<file path="src/rtl/random_choose_if.sv">
// Bus bundle for the weighted random selector: draw enable, four weights,
// the LFSR seed and the registered segment choice.
interface random_choose_if #(
  parameter int WIDTH = 31
);
  logic             in_enable;
  logic [WIDTH:0]   in_weight0;
  logic [WIDTH:0]   in_weight1;
  logic [WIDTH:0]   in_weight2;
  logic [WIDTH:0]   in_weight3;
  logic [WIDTH:0]   in_seed;
  logic [1:0]       out_segment_number;

  modport master (
    output in_enable, in_weight0, in_weight1, in_weight2, in_weight3, in_seed,
    input  out_segment_number
  );

  modport slave (
    input  in_enable, in_weight0, in_weight1, in_weight2, in_weight3, in_seed,
    output out_segment_number
  );
endinterface

</file>
<file path="src/rtl/random_choose.sv">
// Weighted pseudo-random selector: a seeded 32-bit Galois LFSR scales the weight
// total and the scaled pick lands in one of four cumulative weight bins.
module random_choose #(
  parameter int WIDTH = 31
) (
  input  logic           in_clock,
  input  logic           in_reset,
  random_choose_if.slave bus
);
  localparam int TW = WIDTH + 3;
  localparam int PW = TW + 16;

  typedef enum logic {ST_UNSEEDED, ST_RUNNING} state_t;

  state_t          r_state;
  state_t          w_nextState;
  logic            w_loadSeed;
  logic            w_advance;
  logic [31:0]     r_lfsr;
  logic [31:0]     w_lfsrNext;
  logic [31:0]     w_seed32;
  logic [31:0]     w_seedLoad;
  logic [1:0]      r_segment;
  logic [1:0]      w_segment;
  logic [TW-1:0]   w_total;
  logic [TW-1:0]   w_c0;
  logic [TW-1:0]   w_c1;
  logic [TW-1:0]   w_c2;
  logic [TW-1:0]   w_pick;
  logic [PW-1:0]   w_product;

  generate
    if (WIDTH >= 31) begin : g_seedTrunc
      assign w_seed32 = bus.in_seed[31:0];
    end else begin : g_seedExt
      assign w_seed32 = {{(31 - WIDTH){1'b0}}, bus.in_seed};
    end
  endgenerate

  // An all-zero LFSR would lock up, so a zero seed is replaced by 1.
  assign w_seedLoad = (w_seed32 == 32'h0) ? 32'h1 : w_seed32;
  assign w_lfsrNext = {1'b0, r_lfsr[31:1]} ^ (r_lfsr[0] ? 32'h80200003 : 32'h0);

  assign w_c0      = TW'(bus.in_weight0);
  assign w_c1      = w_c0 + TW'(bus.in_weight1);
  assign w_c2      = w_c1 + TW'(bus.in_weight2);
  assign w_total   = w_c2 + TW'(bus.in_weight3);
  assign w_product = PW'(r_lfsr[15:0]) * PW'(w_total);
  assign w_pick    = TW'(w_product >> 16);

  always_comb begin
    w_segment = 2'd3;
    if (w_total == '0) begin
      w_segment = 2'd0;
    end else if (w_pick < w_c0) begin
      w_segment = 2'd0;
    end else if (w_pick < w_c1) begin
      w_segment = 2'd1;
    end else if (w_pick < w_c2) begin
      w_segment = 2'd2;
    end
  end

  always_ff @(posedge in_clock or negedge in_reset) begin
    if (!in_reset) begin
      r_state <= ST_UNSEEDED;
    end else begin
      r_state <= w_nextState;
    end
  end

  // The first edge out of reset only loads the seed; enable is ignored there.
  always_comb begin
    w_nextState = r_state;
    w_loadSeed  = 1'b0;
    w_advance   = 1'b0;
    case (r_state)
      ST_UNSEEDED: begin
        w_loadSeed  = 1'b1;
        w_nextState = ST_RUNNING;
      end
      ST_RUNNING: begin
        w_advance = bus.in_enable;
      end
    endcase
  end

  always_ff @(posedge in_clock or negedge in_reset) begin
    if (!in_reset) begin
      r_lfsr    <= 32'h0;
      r_segment <= 2'd0;
    end else if (w_loadSeed) begin
      r_lfsr <= w_seedLoad;
    end else if (w_advance) begin
      r_lfsr    <= w_lfsrNext;
      r_segment <= w_segment;
    end
  end

  assign bus.out_segment_number = r_segment;
endmodule

</file>
<file path="src/flat_wrapper.sv">
// flat-port wrapper written by rule: the top's interface ports become plain ports
module random_choose_flat 
#(
  parameter int WIDTH = 31
)
  (in_clock, in_reset, bus_in_enable, bus_in_weight0, bus_in_weight1, bus_in_weight2, bus_in_weight3, bus_in_seed, bus_out_segment_number);
  random_choose_if #(.WIDTH(WIDTH)) bus_i ();
  input  logic in_clock;
  input  logic in_reset;
  input wire logic [$bits(bus_i.in_enable)-1:0] bus_in_enable;
  input wire logic [$bits(bus_i.in_weight0)-1:0] bus_in_weight0;
  input wire logic [$bits(bus_i.in_weight1)-1:0] bus_in_weight1;
  input wire logic [$bits(bus_i.in_weight2)-1:0] bus_in_weight2;
  input wire logic [$bits(bus_i.in_weight3)-1:0] bus_in_weight3;
  input wire logic [$bits(bus_i.in_seed)-1:0] bus_in_seed;
  output wire logic [$bits(bus_i.out_segment_number)-1:0] bus_out_segment_number;
  assign bus_i.in_enable = bus_in_enable;
  assign bus_i.in_weight0 = bus_in_weight0;
  assign bus_i.in_weight1 = bus_in_weight1;
  assign bus_i.in_weight2 = bus_in_weight2;
  assign bus_i.in_weight3 = bus_in_weight3;
  assign bus_i.in_seed = bus_in_seed;
  assign bus_out_segment_number = bus_i.out_segment_number;
  random_choose #(.WIDTH(WIDTH)) u_core (.in_clock(in_clock), .in_reset(in_reset), .bus(bus_i));
endmodule
</file>
<file path="config.mk">
export PLATFORM = sky130hd
export DESIGN_NAME = random_choose_flat
export DESIGN_NICKNAME = d
export VERILOG_FILES = /design/src/rtl/random_choose_if.sv /design/src/rtl/random_choose.sv /design/src/flat_wrapper.sv
export SDC_FILE = /design/constraint.sdc
export NUM_CORES = 2
export LEC_CHECK = 0
export ABC_AREA = 1
export CAP_MARGIN = 10
export CELL_PAD_IN_SITES_DETAIL_PLACEMENT = 2
export CELL_PAD_IN_SITES_GLOBAL_PLACEMENT = 2
export CORE_UTILIZATION = 37
export CTS_CLUSTER_DIAMETER = 200
export CTS_CLUSTER_SIZE = 14
export DETAILED_ROUTE_END_ITERATION = 6
export PLACE_DENSITY_LB_ADDON = 0.1
export SETUP_SLACK_MARGIN = 0.4
export SLEW_MARGIN = 20
export SYNTH_ARGS = -nofsm -noshare
export SYNTH_HDL_FRONTEND = slang
export SYNTH_SLANG_ARGS = --single-unit
</file>
<file path="constraint.sdc">
create_clock -name in_clock -period 7.9 [get_ports in_clock]
set_input_delay 0.79 -clock in_clock [delete_from_list [all_inputs] [get_ports in_clock]]
set_output_delay 0.79 -clock in_clock [all_outputs]
set_load 0.03 [all_outputs]
</file>
==> flow_summary_export.csv, run 1 <==
group,metric,value,unit
die,die_h,269,µm
die,chipWidth,269,µm
synth,synthArstFlopShare,100,%
die,ios,165,
synth,yosysWarnings,0,
synth,netlist_instances,3642,
placed_design,hpwl,136,mm
placed_design,gp_congestion,0.980,
synth,ys_types,58,
synth,syn_nets,4567,
synth,syn_area_per_cell,7.24,µm²
synth,ys.flop_type,"dfrtp_1",
die,rows,97,
synth,synth-seq-area-share,3.32,%
die,start_util,37.5,%
synth,ys_ff_latch,35,
run_status,status,"aborted with a tool error",
synth,synth_edf_count,0,
synth,syn_area,0.0264,mm²
run_status,error,"[ERROR DPL-0033] detailed placement checks failed during check placement.",
run_status,haltStage,"3_5_place_dp",
placed_design,numPortBuffers,164,
through the flow:
stage             cell area (µm²)  setup WS, ns  std cells  TNS, ns  hold slack (ns)
floorplan                   26700         -2.76       3642    -5.34            0.452
global placement            35800         -6.23       5489   -12.24            0.472
cell families after synthesis:
group           share of synthesized area [%]
xor+xnor                                 3.36
buf+inv                                  13.2
compound gates                           9.51
simple gates                             21.7
flops                                    3.32
other cells                            0.0142
fa+ha+maj                                48.9
Yosys cell counts, types with 4 or more instances:
cell type    n  area share (%)
nor2_2       4           0.095
o21ai_0     83             1.6
o221ai_1    30             1.0
nand3_2      6            0.23
inv_2        7            0.10
nor4_1      11            0.26
nor2_1     346             4.9
dfrtp_1     35             3.3
o21ai_2      6            0.20
inv_1      808              12
a21oi_1    195             3.7
clkinv_1    20            0.28
o21bai_1    10            0.28
xor2_1      68             2.3
nand3_1     71             1.3
nand3b_1     7            0.20
or2_2        9            0.21
o211ai_1    14            0.40
a31oi_1     19            0.45
nand2_4      4            0.17
a211oi_1     8            0.23
o21ai_1      5           0.095
a21o_1      19            0.54
ha_1       314              15
nand4_1     26            0.62
nand2_2     25            0.59
and2_1       5            0.12
nand2_1    864              12
fa_1       448              34
clkbuf_1    78             1.1
nor3_1      21            0.40
and3_1       5            0.12
xnor2_1     28            0.93
o21a_1       9            0.26
==> run 2: changes to the inputs <==
Settings changed: CELL_PAD_IN_SITES_DETAIL_PLACEMENT 2 to unset, CELL_PAD_IN_SITES_GLOBAL_PLACEMENT 2 to unset, CORE_UTILIZATION 37 to 29, CTS_CLUSTER_DIAMETER 200 to unset, CTS_CLUSTER_SIZE 14 to unset, PLACE_DENSITY_LB_ADDON 0.1 to 0.15, SETUP_SLACK_MARGIN 0.4 to unset.
==> flow_summary_export.csv, run 2 <==
group,metric,value,unit
run_status,status,"finished, violations left",
run_status,violations,"negative setup slack",
finish,fillers,9306,
finish,nets,5568,
synth,syn_area_per_cell,7.24,µm²
setup_path,end_kind,"flop",
timing,tightest_slew,0.996,ns
job,max-cap-violations,0,
synth,yosysWarnings,0,
clocking,cts_inserted_buffers,5,
route,viasPerCell,4.53,
setup_path,cpMaxStageDelayCell,"fa_1",
timing,slew-limit-headroom,33.6,%
synth,synth_edf_count,0,
timing,rsz0062_at_grt,"true",
worst_hold_path,hold_class,"reg -> reg",
timing,final-hold-violation-count,0,
synth,syn_area,0.0264,mm²
global_routing,grtUsageTotal,21.8,%
route,route.detailed.drc,0,
setup_path,reg2reg_slack,-0.46,ns
setup_path,crit_family,"adder cells",
placed_design,hpwl,89.3,mm
synth,netlist_instances,3642,
placed_design,numPortBuffers,164,
timing,fin_ws,-4.33,ns
finish,top_register,"u_core.r_lfsr",
global_routing,grt_pass1_vias,26886,
synth,synth_compound_area_share,9.51,%
route,ant_nets,0,
synth,synth_top_area_cell,"fa_1",
worst_hold_path,hp-start,"u_core.r_lfsr[31]",
synth,yosys.area_share.xor_xnor,3.36,%
synth,yosys.area_share.simple,21.7,%
synth,ys_ff_latch,35,
setup_path,crit_start,"bus_in_weight0[0]",
placed_design,gp_congestion,0.929,
global_routing,grt_max_degree,36,
clocking,cts_tree,"done",
synth,post-synth-top-count-cell,"nand2_1",
timing,max_freq,0.0817,GHz
clocking,cts.sinks,35,
finish,stdcell_area,0.0389,mm²
placed_design,placed_area,0.0361,mm²
setup_path,crit_top_cell,"inv_2",
setup_path,crit_path_max_fanout,5,
finish,area_growth_syn_to_layout,47.6,%
route,wl_per_cell,17.3,µm
setup_path,worstPathRequired,8.14,ns
die,core_area,0.0900,mm²
finish,largest_register_ffs,32,
timing,slew_viol_final,0,
setup_path,cp-start-kind,"input port",
die,chipWidth,304,µm
die,dieArea,0.0921,mm²
route,via_count,26347,
synth,synth_fa_ha_area_share,48.9,%
synth,syn_nets,4567,
setup_path,critPathMaxStageDelay,0.58,ns
timing,post-route-period-util,155,%
synth,ys_types,58,
clocking,clock_path_buffers,2,
global_routing,grt_overflow,0,
global_routing,antenna_found_initial,2,
synth,synth_top_family_by_area,"adder cells",
synth,synthMuxAreaShare,0,%
die,ios,165,
clocking,insertion_delay,0.31,ns
die,die_h,304,µm
setup_path,cp.arrival,12.48,ns
die,start_util,29.3,%
timing,setup_viol,2,
die,rows,110,
timing,fin_skew,0.0232,ns
route,drt_wl_total,100,mm
synth,synthArstFlopShare,100,%
setup_path,path_buf_inv,19,
route,drtIter0Drc,1343,
finish,drive_gt1_share,29.1,%
synth,synthTopCellsByArea,"fa_1, ha_1, nand2_1",
clocking,clk_pin_slew,0.08,ns
timing,post-route-min-period,12.23,ns
route,drt-pass1-iter-count,5,
finish,utilization,43.2,%
setup_path,r2r_start,"u_core.r_lfsr[3]",
synth,ys.flop_type,"dfrtp_1",
synth,synth_common_cells,"nand2_1, inv_1, fa_1",
setup_path,crit_type,"in -> reg",
finish,layout.cells.most_common,"buf_4",
synth,synth_top_area_share,34.0,%
clocking,cts-root-buf,"clkbuf_16",
global_routing,grt_pass1_wl,154,mm
clocking,cts.htree.levels,2,
synth,synth-seq-area-share,3.32,%
finish,final_cell_mix,"buf_4, nand2_1, inv_1, fa_1, nor2_1",
## run 2: cell type report
class                           count  area, µm²  share of cell area (%)
Antenna cell                        1       2.50                 0.00643
Multi-Input combinational cell   2687      24300                    62.3
Clock inverter                      3       43.8                   0.113
Clock buffer                        5        125                   0.321
Timing Repair Buffer             1078       8970                    23.1
Inverter                          836       3170                    8.15
Tap cell                         1176       1470                    3.78
Sequential cell                    35        876                    2.25
## run 2: per-stage QoR
| stage | setup slack, ns | hold WS (ns) | setup TNS (ns) | std cells |
|---|---|---|---|---|
| 6_report | -4.33 | 0.489 | -8.43 | 5821 |
| 5_1_grt | -4.83 | 0.518 | -9.41 | 5821 |
| 4_1_cts | -4.91 | 0.495 | -9.36 | 5776 |
| 3_5_place_dp | -6.28 | 0.478 | -12.04 | 5755 |
| 3_3_place_gp | -6.33 | 0.470 | -12.23 | 5755 |
| 2_1_floorplan | -2.76 | 0.452 | -5.34 | 3642 |
## run 2: per-layer routing
| layer | wire length, µm | vias up | track usage, % |
|---|---|---|---|
| li1 | - | 13098 | - |
| met1 | 45400 | 12660 | 29.7 |
| met2 | 49700 | 532 | 38.5 |
| met3 | 4050 | 57 | 1.81 |
| met4 | 1350 | 0 | 2.87 |
| met5 | 0 | - | 0 |
## run 2: kinds of logic after synthesis
group                      Yosys count
adders and majority gates          762
xor gates and xnor gates            98
and+or+nand+nor                   1407
DFF                                 35
buffers and inverters              920
AOI/OAI and AO/OA                  419
other                                1
## run 2: path summary, 6_finish.rpt
check	end	cells past startpoint
worst max-delay path	u_core.bus.out_segment_number[0]	69
worst min-delay path	u_core.r_lfsr[31]	2
worst max register to register	u_core.bus.out_segment_number[0]	39
worst min register to register	u_core.r_lfsr[31]	2
max in group asynchronous	u_core.r_lfsr[12]	1
min in group asynchronous	u_core.r_lfsr[1]	1
## run 2: worst register-to-register path: cells and delay by family, from the launching register on
kind	cells	cell delay, ns
xor gates and xnor gates	1	0.18
adders and majority gates	8	3.44
buffers and inverters	14	1.83
AOI/OAI and AO/OA	5	0.86
DFF	1	0.57
and+or+nand+nor	11	1.36
## run 2: what timing repair did
action,CTS,global route
hold buffers,0,0
pin swaps,31,168
resized for setup,68,438
setup buffers,13,46
setup endpoints to repair,2,2
Power of run 2 is left out: the tool's default activity adds up to more than one toggle a clock period on the data nets, which glitch-free logic cannot reach.
